**config.mk**
```make
export PLATFORM = sky130hd
export DESIGN_NAME = systolic_feeder_flat
export DESIGN_NICKNAME = d
export VERILOG_FILES = /design/src/rtl/systolic_feeder_if.sv /design/src/rtl/systolic_feeder.sv /design/src/flat_wrapper.sv
export SDC_FILE = /design/constraint.sdc
export NUM_CORES = 1
export LEC_CHECK = 0
export ABC_AREA = 1
export CAP_MARGIN = 40
export CORE_AREA = 2 2 212 152
export CTS_CLUSTER_DIAMETER = 100
export DETAILED_ROUTE_END_ITERATION = 10
export DIE_AREA = 0 0 214 154
export PLACE_DENSITY = 0.71
export SLEW_MARGIN = 15
export SYNTH_ARGS = -nofsm -noshare
export SYNTH_HDL_FRONTEND = slang
export SYNTH_SLANG_ARGS = --single-unit
```
**constraint.sdc**
```tcl
create_clock -name clk -period 3.7 [get_ports clk]
set_input_delay 1.11 -clock clk [delete_from_list [all_inputs] [get_ports clk]]
set_output_delay 1.11 -clock clk [all_outputs]
set_load 0.02 [all_outputs]
```
**src/rtl/systolic_feeder_if.sv**
```systemverilog
// Load port and array-side lanes of the systolic feeder.
// perf_stall_cnt exists only when SYSTOLIC_FEEDER_PERF_EN is defined.
interface systolic_feeder_if #(
  parameter int N  = 4,
  parameter int DW = 8
);
  logic                   load_valid;
  logic                   load_ready;
  logic                   load_sel;
  logic [$clog2(N)-1:0]   load_row;
  logic [N-1:0][DW-1:0]   load_data;
  logic                   go;
  logic                   stall;
  logic [N-1:0][DW-1:0]   x_in;
  logic [N-1:0][DW-1:0]   w_in;
  logic                   start;
  logic                   busy;
  logic                   tile_done;
`ifdef SYSTOLIC_FEEDER_PERF_EN
  logic [15:0]            perf_stall_cnt;

  modport slave (
    input  load_valid, load_sel, load_row, load_data, go, stall,
    output load_ready, x_in, w_in, start, busy, tile_done, perf_stall_cnt
  );
  modport master (
    output load_valid, load_sel, load_row, load_data, go, stall,
    input  load_ready, x_in, w_in, start, busy, tile_done, perf_stall_cnt
  );
`else
  modport slave (
    input  load_valid, load_sel, load_row, load_data, go, stall,
    output load_ready, x_in, w_in, start, busy, tile_done
  );
  modport master (
    output load_valid, load_sel, load_row, load_data, go, stall,
    input  load_ready, x_in, w_in, start, busy, tile_done
  );
`endif
endinterface

```
**src/rtl/systolic_feeder.sv**
```systemverilog
// Captures an NxN X and W tile row by row, then streams them as a diagonal wavefront
// (2 cycles go->start, 2N-1 steps, frozen by stall). Optional SYSTOLIC_FEEDER_PERF_EN.
module systolic_feeder #(
  parameter int N  = 4,
  parameter int DW = 8
) (
  input logic              clk,
  input logic              n_rst,
  systolic_feeder_if.slave bus
);
  localparam int CNT_W = $clog2(2 * N);
  localparam int IW    = $clog2(N);
  localparam logic [CNT_W-1:0] LAST_STEP = CNT_W'(2 * N - 2);

  typedef logic [DW-1:0] word_t;
  typedef enum logic [2:0] {IDLE, LOAD, PRIME, STREAM, DONE} state_t;

  state_t                  state_q;
  word_t [N-1:0][N-1:0]    x_mem_q;
  word_t [N-1:0][N-1:0]    w_mem_q;
  logic [N-1:0]            x_vld_q;
  logic [N-1:0]            w_vld_q;
  logic [CNT_W-1:0]        step_q;
  word_t [N-1:0]           x_in_q;
  word_t [N-1:0]           w_in_q;
  logic                    load_ready_q;
  logic                    start_q;
  logic                    busy_q;
  logic                    tile_done_q;
`ifdef SYSTOLIC_FEEDER_PERF_EN
  logic [15:0]             perf_q;
`endif

  logic                    load_fire;
  logic                    tiles_full;
  logic [CNT_W-1:0]        step_d;
  word_t [N-1:0]           x_wave_d;
  word_t [N-1:0]           w_wave_d;

  assign load_fire  = bus.load_valid && load_ready_q;
  assign tiles_full = (&x_vld_q) && (&w_vld_q);
  assign step_d     = (state_q == PRIME) ? '0 : step_q + CNT_W'(1);

  // Lane i of X carries row i delayed by i steps; lane j of W carries column j likewise.
  always_comb begin
    int d;
    logic [IW-1:0] idx;
    d        = 0;
    idx      = '0;
    x_wave_d = '0;
    w_wave_d = '0;
    for (int i = 0; i < N; i++) begin
      d   = int'(step_d) - i;
      idx = d[IW-1:0];
      if (d >= 0 && d < N) begin
        x_wave_d[i] = x_mem_q[i][idx];
        w_wave_d[i] = w_mem_q[idx][i];
      end
    end
  end

  // Tile storage deliberately survives reset.
  always_ff @(posedge clk) begin
    if (load_fire) begin
      if (bus.load_sel) w_mem_q[bus.load_row] <= bus.load_data;
      else              x_mem_q[bus.load_row] <= bus.load_data;
    end
  end

  always_ff @(posedge clk) begin
    if (!n_rst) begin
      state_q      <= IDLE;
      x_vld_q      <= '0;
      w_vld_q      <= '0;
      step_q       <= '0;
      x_in_q       <= '0;
      w_in_q       <= '0;
      load_ready_q <= 1'b1;
      start_q      <= 1'b0;
      busy_q       <= 1'b0;
      tile_done_q  <= 1'b0;
`ifdef SYSTOLIC_FEEDER_PERF_EN
      perf_q       <= '0;
`endif
    end else begin
      start_q     <= 1'b0;
      tile_done_q <= 1'b0;
      if (load_fire) begin
        if (bus.load_sel) w_vld_q[bus.load_row] <= 1'b1;
        else              x_vld_q[bus.load_row] <= 1'b1;
      end
`ifdef SYSTOLIC_FEEDER_PERF_EN
      if (state_q == STREAM && bus.stall && perf_q != 16'hFFFF) perf_q <= perf_q + 16'd1;
`endif
      case (state_q)
        IDLE: begin
          if (load_fire) state_q <= LOAD;
        end
        LOAD: begin
          // Completeness uses the bitmaps before this cycle's write.
          if (bus.go && tiles_full) begin
            state_q      <= PRIME;
            load_ready_q <= 1'b0;
            busy_q       <= 1'b1;
`ifdef SYSTOLIC_FEEDER_PERF_EN
            perf_q       <= '0;
`endif
          end
        end
        PRIME: begin
          state_q <= STREAM;
          step_q  <= step_d;
          x_in_q  <= x_wave_d;
          w_in_q  <= w_wave_d;
          start_q <= 1'b1;
        end
        STREAM: begin
          if (!bus.stall) begin
            if (step_q == LAST_STEP) begin
              state_q     <= DONE;
              step_q      <= '0;
              x_in_q      <= '0;
              w_in_q      <= '0;
              busy_q      <= 1'b0;
              tile_done_q <= 1'b1;
            end else begin
              step_q <= step_d;
              x_in_q <= x_wave_d;
              w_in_q <= w_wave_d;
            end
          end
        end
        DONE: begin
          state_q      <= IDLE;
          x_vld_q      <= '0;
          w_vld_q      <= '0;
          load_ready_q <= 1'b1;
        end
        default: state_q <= IDLE;
      endcase
    end
  end

  assign bus.load_ready = load_ready_q;
  assign bus.x_in       = x_in_q;
  assign bus.w_in       = w_in_q;
  assign bus.start      = start_q;
  assign bus.busy       = busy_q;
  assign bus.tile_done  = tile_done_q;
`ifdef SYSTOLIC_FEEDER_PERF_EN
  assign bus.perf_stall_cnt = perf_q;
`endif
endmodule
```
**src/flat_wrapper.sv**
```systemverilog
// flat-port wrapper written by rule: the top's interface ports become plain ports
module systolic_feeder_flat 
#(
  parameter int N  = 4,
  parameter int DW = 8
)
  (clk, n_rst, bus_load_valid, bus_load_sel, bus_load_row, bus_load_data, bus_go, bus_stall, bus_load_ready, bus_x_in, bus_w_in, bus_start, bus_busy, bus_tile_done);
  systolic_feeder_if #(.N(N), .DW(DW)) bus_i ();
  input logic clk;
  input logic n_rst;
  input wire logic [$bits(bus_i.load_valid)-1:0] bus_load_valid;
  input wire logic [$bits(bus_i.load_sel)-1:0] bus_load_sel;
  input wire logic [$bits(bus_i.load_row)-1:0] bus_load_row;
  input wire logic [$bits(bus_i.load_data)-1:0] bus_load_data;
  input wire logic [$bits(bus_i.go)-1:0] bus_go;
  input wire logic [$bits(bus_i.stall)-1:0] bus_stall;
  output wire logic [$bits(bus_i.load_ready)-1:0] bus_load_ready;
  output wire logic [$bits(bus_i.x_in)-1:0] bus_x_in;
  output wire logic [$bits(bus_i.w_in)-1:0] bus_w_in;
  output wire logic [$bits(bus_i.start)-1:0] bus_start;
  output wire logic [$bits(bus_i.busy)-1:0] bus_busy;
  output wire logic [$bits(bus_i.tile_done)-1:0] bus_tile_done;
  assign bus_i.load_valid = bus_load_valid;
  assign bus_i.load_sel = bus_load_sel;
  assign bus_i.load_row = bus_load_row;
  assign bus_i.load_data = bus_load_data;
  assign bus_i.go = bus_go;
  assign bus_i.stall = bus_stall;
  assign bus_load_ready = bus_i.load_ready;
  assign bus_x_in = bus_i.x_in;
  assign bus_w_in = bus_i.w_in;
  assign bus_start = bus_i.start;
  assign bus_busy = bus_i.busy;
  assign bus_tile_done = bus_i.tile_done;
  systolic_feeder #(.N(N), .DW(DW)) u_core (.clk(clk), .n_rst(n_rst), .bus(bus_i));
endmodule
```
======== Yosys cells after proc, flatten, opt, wreduce, memory -nomap -nowiden ========
Cells that the tools add are included.
word-level totals
  flip-flop bits (word level) ............. 338
  bits in latches ......................... 0
  bits in writable memories ............... 0
  bits in read-only memories .............. 0
  input bits .............................. 40
  output and inout bits ................... 68
  word-level logic and storage cells ...... 155
  memories ................................ 0
cells by class
  $add $sub $neg .......................... 4
  multipliers ............................. 0
  div/mod/pow operators ................... 0
  $lt $le $gt $ge ......................... 14
  eq/ne operators ......................... 9
  shifts and indexed selects .............. 0
  multiplexer cells ....................... 53
  bitwise operators ....................... 5
  reductions and logical operators ........ 22
operators with widths
  operator                                               number
  binary-select mux 32 bit (select 2 bit)                4
  bitwise mux 128 bit                                    2
  2-to-1 mux 32 bit                                      6
  case mux 32 bit (2 select lines)                       2
  2-to-1 mux 8 bit                                       13
  >= comparator 32 x 1 -> 1 bit (second input constant)  3
  < comparator 32 x 4 -> 1 bit (second input constant)   3
  binary-select mux 8 bit (select 2 bit)                 4
  demux 32 bit (select 2 bit)                            1
  2-to-1 mux 24 bit                                      1
  2-to-1 mux 3 bit                                       7
  2-to-1 mux 16 bit                                      1
  AND reduction 4 bit                                    4
  < comparator 2 x 3 -> 1 bit (second input constant)    5
  case mux 3 bit (4 select lines)                        1
  logical AND 1 bit                                      8
  OR 4 bit                                               2
  AND reduction 2 bit                                    4
  subtractor 3 x 2 -> 4 bit (second input constant)      2
  2-to-1 mux 1 bit                                       7
  == test 3 x 2 -> 1 bit (second input constant)         2
  == test 3 bit (second input constant)                  2
  != test 2 x 1 -> 1 bit (second input constant)         3
  case mux 3 bit (2 select lines)                        1
  other kinds (14)                                       19

======== Depth between registers and ports, before layout ========
Gate-level depths: netlist of run 1.
  depth after elaboration ................. 9
  depth in mapped cells ................... 16
  gate-level depth less buffers ........... 14

======== Worst setup path before layout of run 1 ========
No wires, ideal clock.
  kind .................................... input-to-reg
  start ................................... in bus_load_valid
  end ..................................... reg u_core.x_mem_q[0] (netlist bit) (enable)
  setup time .............................. 0.423 ns
  arrival ................................. 2.715 ns
  data required time ...................... 3.277 ns
  slack ................................... 0.562 ns
  stages .................................. 4
  buffers on the path ..................... 0
  path through ............................ nand2_1 > nor2_1 > inv_1 > nor2_1
on the way
  longest elaborated chain between the ends .. 2
RTL lines
  what                            RTL line               RTL
  start: declaration              flat_wrapper.sv:11     input wire logic [$bits(bus_i.load_valid)-1:0] bus_load_valid;
  logical AND 1 bit               systolic_feeder.sv:40  assign load_fire = bus.load_valid && load_ready_q;
  AND reduction 2 bit (no line)   n/a
  end signal: indexed assignment  systolic_feeder.sv:66  else x_mem_q[bus.load_row] <= bus.load_data;
  end: declaration                systolic_feeder.sv:19  word_t [N-1:0][N-1:0] x_mem_q;
Every way passes these cells.
A chain may end at the register's enable or synchronous reset.

======== Worst setup path after layout of run 1 ========
  start ................................... reg u_core.step_q[0]
  end ..................................... reg u_core.x_in_q, in the netlist u_core.bus.x_in[25]
on the way
  longest elaborated chain between the ends .. 9
  elaborated cells between the ends (all ways) .. 13
  those cells by class .................... add/sub: 2; order compare: 2; eq/ne: 1; mux: 7; reduce/logical: 1
RTL lines
  what                                                   RTL line                                      RTL
  start: declaration                                     systolic_feeder.sv:23                         logic [CNT_W-1:0] step_q;
  start signal: assignment                               systolic_feeder.sv:112                        step_q <= step_d;
  start signal: assignment                               systolic_feeder.sv:127                        step_q <= step_d;
  adder 3 x 1 -> 3 bit                                   systolic_feeder.sv:42                         assign step_d = (state_q == PRIME) ? '0 : step_q + CNT_W'(1);
  2-to-1 mux 3 bit                                       systolic_feeder.sv:42
  subtractor 3 x 2 -> 4 bit                              systolic_feeder.sv:53                         d = int'(step_d) - i;
  >= comparator 32 x 1 -> 1 bit (tied with other cells)  systolic_feeder.sv:55                         if (d >= 0 && d < N) begin
  logical AND 1 bit or 2-to-1 mux 8 bit (tied branches)  systolic_feeder.sv:55, systolic_feeder.sv:56
  2-to-1 mux 8 bit                                       systolic_feeder.sv:55
  2-to-1 mux 32 bit                                      systolic_feeder.sv:119                        if (step_q == LAST_STEP) begin
  2-to-1 mux 32 bit                                      systolic_feeder.sv:118                        if (!bus.stall) begin
  case mux 32 bit (2 select lines) *                     systolic_feeder.sv:95                         case (state_q)
  end signal: assignment                                 systolic_feeder.sv:113                        x_in_q <= x_wave_d;
  end signal: assignment                                 systolic_feeder.sv:128                        x_in_q <= x_wave_d;
  end: declaration                                       systolic_feeder.sv:24                         word_t [N-1:0] x_in_q;
Every way passes the cells marked *; elsewhere a longest branch is shown, timed or not. The select of a mux whose other input is x is not followed.

==> impl_results.md, run 1 <==
- Endpoints failing hold: 0
- Hold_buf cts: 0
- CP max FO: 69
- Layout fillers: 2640
- H-Tree Level Count: 1
- Total power: 8.94 mW
- Register area share after synthesis: 0.695
- Clock Sinks: 338
- First-pass GRT wire length: 50.9 mm
- Layout cells sized above 1: 0.0764
- Die ar.: 0.0330 mm^2
- CTS tree: done
- Resized cells post-CTS: 0
- Global Route Usage Sum: 0.198
- DR DRC count: 0
- Post-place instance area: 0.0150 mm^2
- Initial antenna violation count: 0
- PortBufs: 107
- Min Hold Slack: 0.463 ns
- Die H: 154 um
- Clock buffer depth: 3
- Clock Pin Slew Worst Setup and Hold Paths: 0.07 ns
- GPL Wtd Cong: 0.805
- Status: finished clean
- Max Slew Vio Count: 0
- Setup WS post-layout: 0.794 ns
- Setup violators final: 0
- WS Path Type: flip-flop to flip-flop
- Antenna Cells: 0
- Syn. warnings: 0
- CP startpoint kind: flip-flop
- Detail Placement HPWL: 20.2 mm
- Area Growth Syn to Fin: 19.3%
- Clock latency on the worst-skew pair: 0.58 ns
- IO Pins: 108
- Largest net degree at the start of global routing: 72
- Remaining global-route overflow: 0
- Vias in the first global route: 8942
- Core Area: 0.0307 mm^2
- Nets@finish: 1385
- Setup TNS: 0 ns
- Final cycle utilization of the critical path: 0.785
- Number of CTS-inserted buffers: 31
- Mean post-synth cell area: 10.9 um^2
- Slew headroom: 0.426
- RSZ-0062 raised after global routing: false
- Final Instance Area: 0.0160 mm^2
- Crit path arrival time: 3.40 ns
- Yosys reg bits: 338
- Die width: 214 um
- Pre-CTS setup slack: 0.716 ns
- Routed len/inst: 18.4 um
- Post-Syn Area: 0.0134 mm^2
- Starting density of the core: 0.436
- Post-Route Skew: 0.0189 ns
- Maximum VDD drop: 0.334 mV
- Worst slew pin tran: 0.861 ns
- Max Cap Viol: 0
- Vias per cell: 5.18
- Starting DRC count in detailed routing: 985
- Synthesized Nets: 1284
- Synth top area cells: edfxtp_1 57%, dfxtp_1 12%, nand2_1 11%, nand3_1 5.1%, nand3b_1 2.8%
- Area leader, netlist: edfxtp_1
- Root buf cell: clkbuf_16
- DR vias: 9233
- Hold WC Path Type: flip-flop to flip-flop
- Post-synth top area share: 0.573
- Post-route ant nets: 0
- PwrDens: 559 mW/mm^2
- Rows: 54
- Critical Path Sink Type: flip-flop
- Final Critical Period: 2.91 ns
- Number of standard cells after synthesis: 1236
- Post-CTS Setup Inserts: 0
- Library cells used by synthesis: 29
- Drt total wl: 32.9 mm
- Worst EP required: 4.20 ns
- TritonRoute pass-1 iters: 5
- F_max: 344 MHz
- Static Leakage: 5.87 nW
## state kept, by name (all words and copies together) (netlist names)
signal,count
u_core.x_vld_q,4
u_core.step_q,3
u_core.bus.load_ready,1
u_core.x_mem_q,128
u_core.state_q,3
u_core.bus.busy,1
u_core.bus.w_in,32
u_core.w_mem_q,128
u_core.w_vld_q,4
u_core.bus.tile_done,1
u_core.bus.start,1
u_core.bus.x_in,32
## logic make-up after synthesis
group / Yosys count / share of synthesized area
AO/OA/AOI/OAI: 74 / 0.0307
AND/OR/NAND/NOR: 678 / 0.222
flip-flops: 338 / 0.695
adder cells (fa/ha/maj): 8 / 0.00746
buffers and inverters: 138 / 0.0448
## stage by stage
step	util	instances
floorplan	-	1236
global placement	0.486	1723
detailed placement	0.487	1724
CTS	0.520	1782
global route	0.520	1782
finish	0.520	1782
## worst max-delay path, stage by stage (launching register included)
cell and delay, ns:
dfxtp_1 0.37, inv_2 0.08, buf_4 0.64, nand2_2 0.14, inv_1 0.11, ha_1 0.23
buf_4 0.21, inv_1 0.47, nand3_1 0.15, nand2_1 0.10, nand3_1 0.12, a21oi_1 0.16
## cells in the mapped netlist (all sizes together)
cell     number
nand2       385
a21oi        70
nand4         3
clkinv        1
clkbuf       18
nor3          2
buf          42
edfxtp      256
inv          77
or2           1
o21ai         3
o2111ai       1
ha            8
nand3       140
nor2         97
nand3b       50
dfxtp        82
## layout by cell type, fill, tap and decap left out, types with 5 or more instances in the layout
cell,instances
nor2_1,86
clkinv_2,11
nand2_2,5
buf_4,17
inv_1,71
nand2_1,379
nand3_1,137
edfxtp_1,256
nand3b_1,50
clkbuf_16,31
nor2_4,9
ha_1,8
inv_2,6
clkbuf_1,5
a21oi_1,68
clkdlybuf4s50_1,107
dfxtp_1,82
## path summary, 6_finish.rpt
kind	from	end	slack, ns	cells past startpoint
hold / removal	u_core.bus.x_in[8]$_SDFFE_PN0P_	u_core.bus.x_in[8]$_SDFFE_PN0P_	0.46	2
setup / recovery	u_core.step_q[0]$_SDFFE_PN0P_	u_core.bus.x_in[25]$_SDFFE_PN0P_	0.79	11
hold reg to reg	u_core.bus.x_in[8]$_SDFFE_PN0P_	u_core.bus.x_in[8]$_SDFFE_PN0P_	0.46	2
setup reg to reg	u_core.step_q[0]$_SDFFE_PN0P_	u_core.bus.x_in[25]$_SDFFE_PN0P_	0.79	11
## metal layers
layer  GRT usage  part of all wire  vias up
met4      0.0490             0.019        0
met2       0.316              0.46      365
met1       0.284              0.45     4467
met3      0.0342             0.072       47
met5           0                 0        -
li1            -                 -     4354
## final cells by class
class                      instances  area (um^2)  area share
clock inverter                    22          230      0.0144
tap                              420          526      0.0328
sequential                       338         9330       0.583
inverter                          78          294      0.0184
timing repair buffer             128         1290      0.0804
clock buffer                      36          795      0.0497
multi-input combinational        760         3540       0.221
## power breakdown
| part | internal (mW) | switching, mW |
|---|---|---|
| Sequential | 4.20 | 0.0535 |
| Combinational | 0.464 | 0.994 |
| Clock | 1.83 | 1.40 |
No activity file was read; power rests on OpenSTA's default activity.
==> run 2, diff against run 1 <==
Settings changed: PLACE_DENSITY 0.71 to 0.74.
Clock period 3.7 ns to 2.44 ns, I/O delays scaled along.
==> run 2 against run 1 <==
  * Global-route usage is 0.18 points lower
  * Utilization grew 0.98 points
  * Die area is the same
  * Cell area up 1.9%
  * Critical path depth decreased by 10
  * Clock skew hardly changed
  * Via count shrank 0.17%
==> impl_results.md, run 2 (same netlist as run 1, synthesis figures left out) <==
- Final non-filler cell total: 1802
- Hold Crit Depth: 2
- Slew headroom: 0.490
- Die width: 214 um
- Post-place instance area: 0.0153 mm^2
- TritonRoute pass-1 iters: 5
- Pre-CTS setup slack: 0.153 ns
- Worst slew pin tran: 0.765 ns
- Die ar.: 0.0330 mm^2
- RSZ-0062 raised after global routing: false
- Starting DRC count in detailed routing: 928
- Clock latency on the worst-skew pair: 0.52 ns
- Final cycle utilization of the critical path: 0.942
- IO Pins: 108
- Most frequent cells in the layout: 377 x nand2_1, 256 x edfxtp_1, 137 x nand3_1
- Critical Path Sink Type: output port
- Worst EP required: 1.71 ns
- Number of CTS-inserted buffers: 34
- CP startpoint kind: flip-flop
- Vias per cell: 5.11
- R2r worst-path depth: 12
- Nets@finish: 1406
- Initial antenna violation count: 0
- F_max: 435 MHz
- Final Instance Area: 0.0163 mm^2
- WS Path Type: flip-flop to output port
- Crit. path cell count: 1
- Core Area: 0.0307 mm^2
- PortBufs: 107
- Static Leakage: 6.00 nW
- Endpoints failing hold: 0
- PwrDens: 837 mW/mm^2
- Clock Pin Slew Worst Setup and Hold Paths: 0.06 ns
- Clock buffer depth: 3
- Status: finished clean
- Max Slew Vio Count: 0
- Final Critical Period: 2.30 ns
- Maximum VDD drop: 0.372 mV
- H-Tree Level Count: 2
- DR DRC count: 0
- Top Registers: u_core.w_mem_q (128), u_core.x_mem_q (128)
- GPL Wtd Cong: 0.857
- DR vias: 9217
- Post-route ant nets: 0
- Crit-path cells: clkdlybuf4s50_1
- Post-Route Skew: 0.0187 ns
- Post-CTS Setup Inserts: 0
- CP Buf/Inv Count: 1
- Root buf cell: clkbuf_16
- Die H: 154 um
- CP max FO: 2
- CP top delay family: buffers and inverters
- Layout cells sized above 1: 0.0919
- Drt total wl: 32.4 mm
- Total power: 13.6 mW
- Hold WC Path Type: flip-flop to flip-flop
- Starting density of the core: 0.436
- Max incr delay on CP: 0.63 ns
- Rows: 54
- Area Growth Syn to Fin: 21.5%
- First-pass GRT wire length: 50.2 mm
- Detail Placement HPWL: 21.0 mm
- Setup violators final: 0
- Slowest stage cell, crit path: clkdlybuf4s50_1
- Setup WS post-layout: 0.143 ns
- Clock Sinks: 338
- Global Route Usage Sum: 0.197
- Routed len/inst: 18.0 um
- Crit path arrival time: 1.57 ns
- Largest net degree at the start of global routing: 70
- Remaining global-route overflow: 0
- CTS tree: done
- Most common cell after layout, fill and taps aside: nand2_1
- Vias in the first global route: 8731
- Max Cap Viol: 0
- Placed Instances: 1742
- Antenna Cells: 0
-- run 2: layer usage --
layer / vias up / track usage / part of all wire
li1: 4400 / - / -
met1: 4358 / 0.278 / 0.44
met2: 405 / 0.305 / 0.45
met3: 54 / 0.0417 / 0.094
met4: 0 / 0.0613 / 0.022
met5: - / 0 / 0
-- run 2: repair_timing --
item / in CTS / in global routing
hold buffers: 0 / 0
setup endpoints to repair: 0 / 5
gates resized for setup: 0 / 3
-- run 2: report_power, final --
group	leakage (nW)	switching [mW]	internal [mW]	total, mW
logic	2.50	1.54	0.764	2.30
registers	2.99	0.0815	6.37	6.45
clock network	0.512	2.13	2.76	4.89
-- run 2: worst min-delay path, stage by stage (launching register included) --
cell     delay, ns
dfxtp_1       0.30
nand2_1       0.06
a21oi_1       0.05
-- run 2: path summary, 6_finish.rpt --
path / start / end / slack [ns]
worst max-delay path: u_core.bus.x_in[27]$_SDFFE_PN0P_ / bus_x_in[27] / 0.14
worst min-delay path: u_core.bus.w_in[2]$_SDFFE_PN0P_ / u_core.bus.w_in[2]$_SDFFE_PN0P_ / 0.46
worst max register to register: u_core.step_q[0]$_SDFFE_PN0P_ / u_core.bus.w_in[16]$_SDFFE_PN0P_ / 0.20
worst min register to register: u_core.bus.w_in[2]$_SDFFE_PN0P_ / u_core.bus.w_in[2]$_SDFFE_PN0P_ / 0.46
-- run 2: cell type report --
class / instances / area [um^2]
Tap cell: 420 / 526
Multi-Input combinational cell: 760 / 3550
Clock inverter: 19 / 123
Inverter: 78 / 298
Clock buffer: 41 / 908
Sequential cell: 338 / 9330
Timing Repair Buffer: 146 / 1560
Fill cell: 2573 / 14400
-- run 2: metrics by stage --
| stage | setup TNS (ns) | hold slack (ns) | utilization |
|---|---|---|---|
| final | 0 | 0.463 | 0.530 |
| after global routing | 0 | 0.482 | 0.530 |
| after global placement | 0 | 0.449 | 0.497 |
| after detailed placement | 0 | 0.455 | 0.497 |
| after floorplan | -41.48 | 0.440 | - |
| after CTS | 0 | 0.464 | 0.530 |
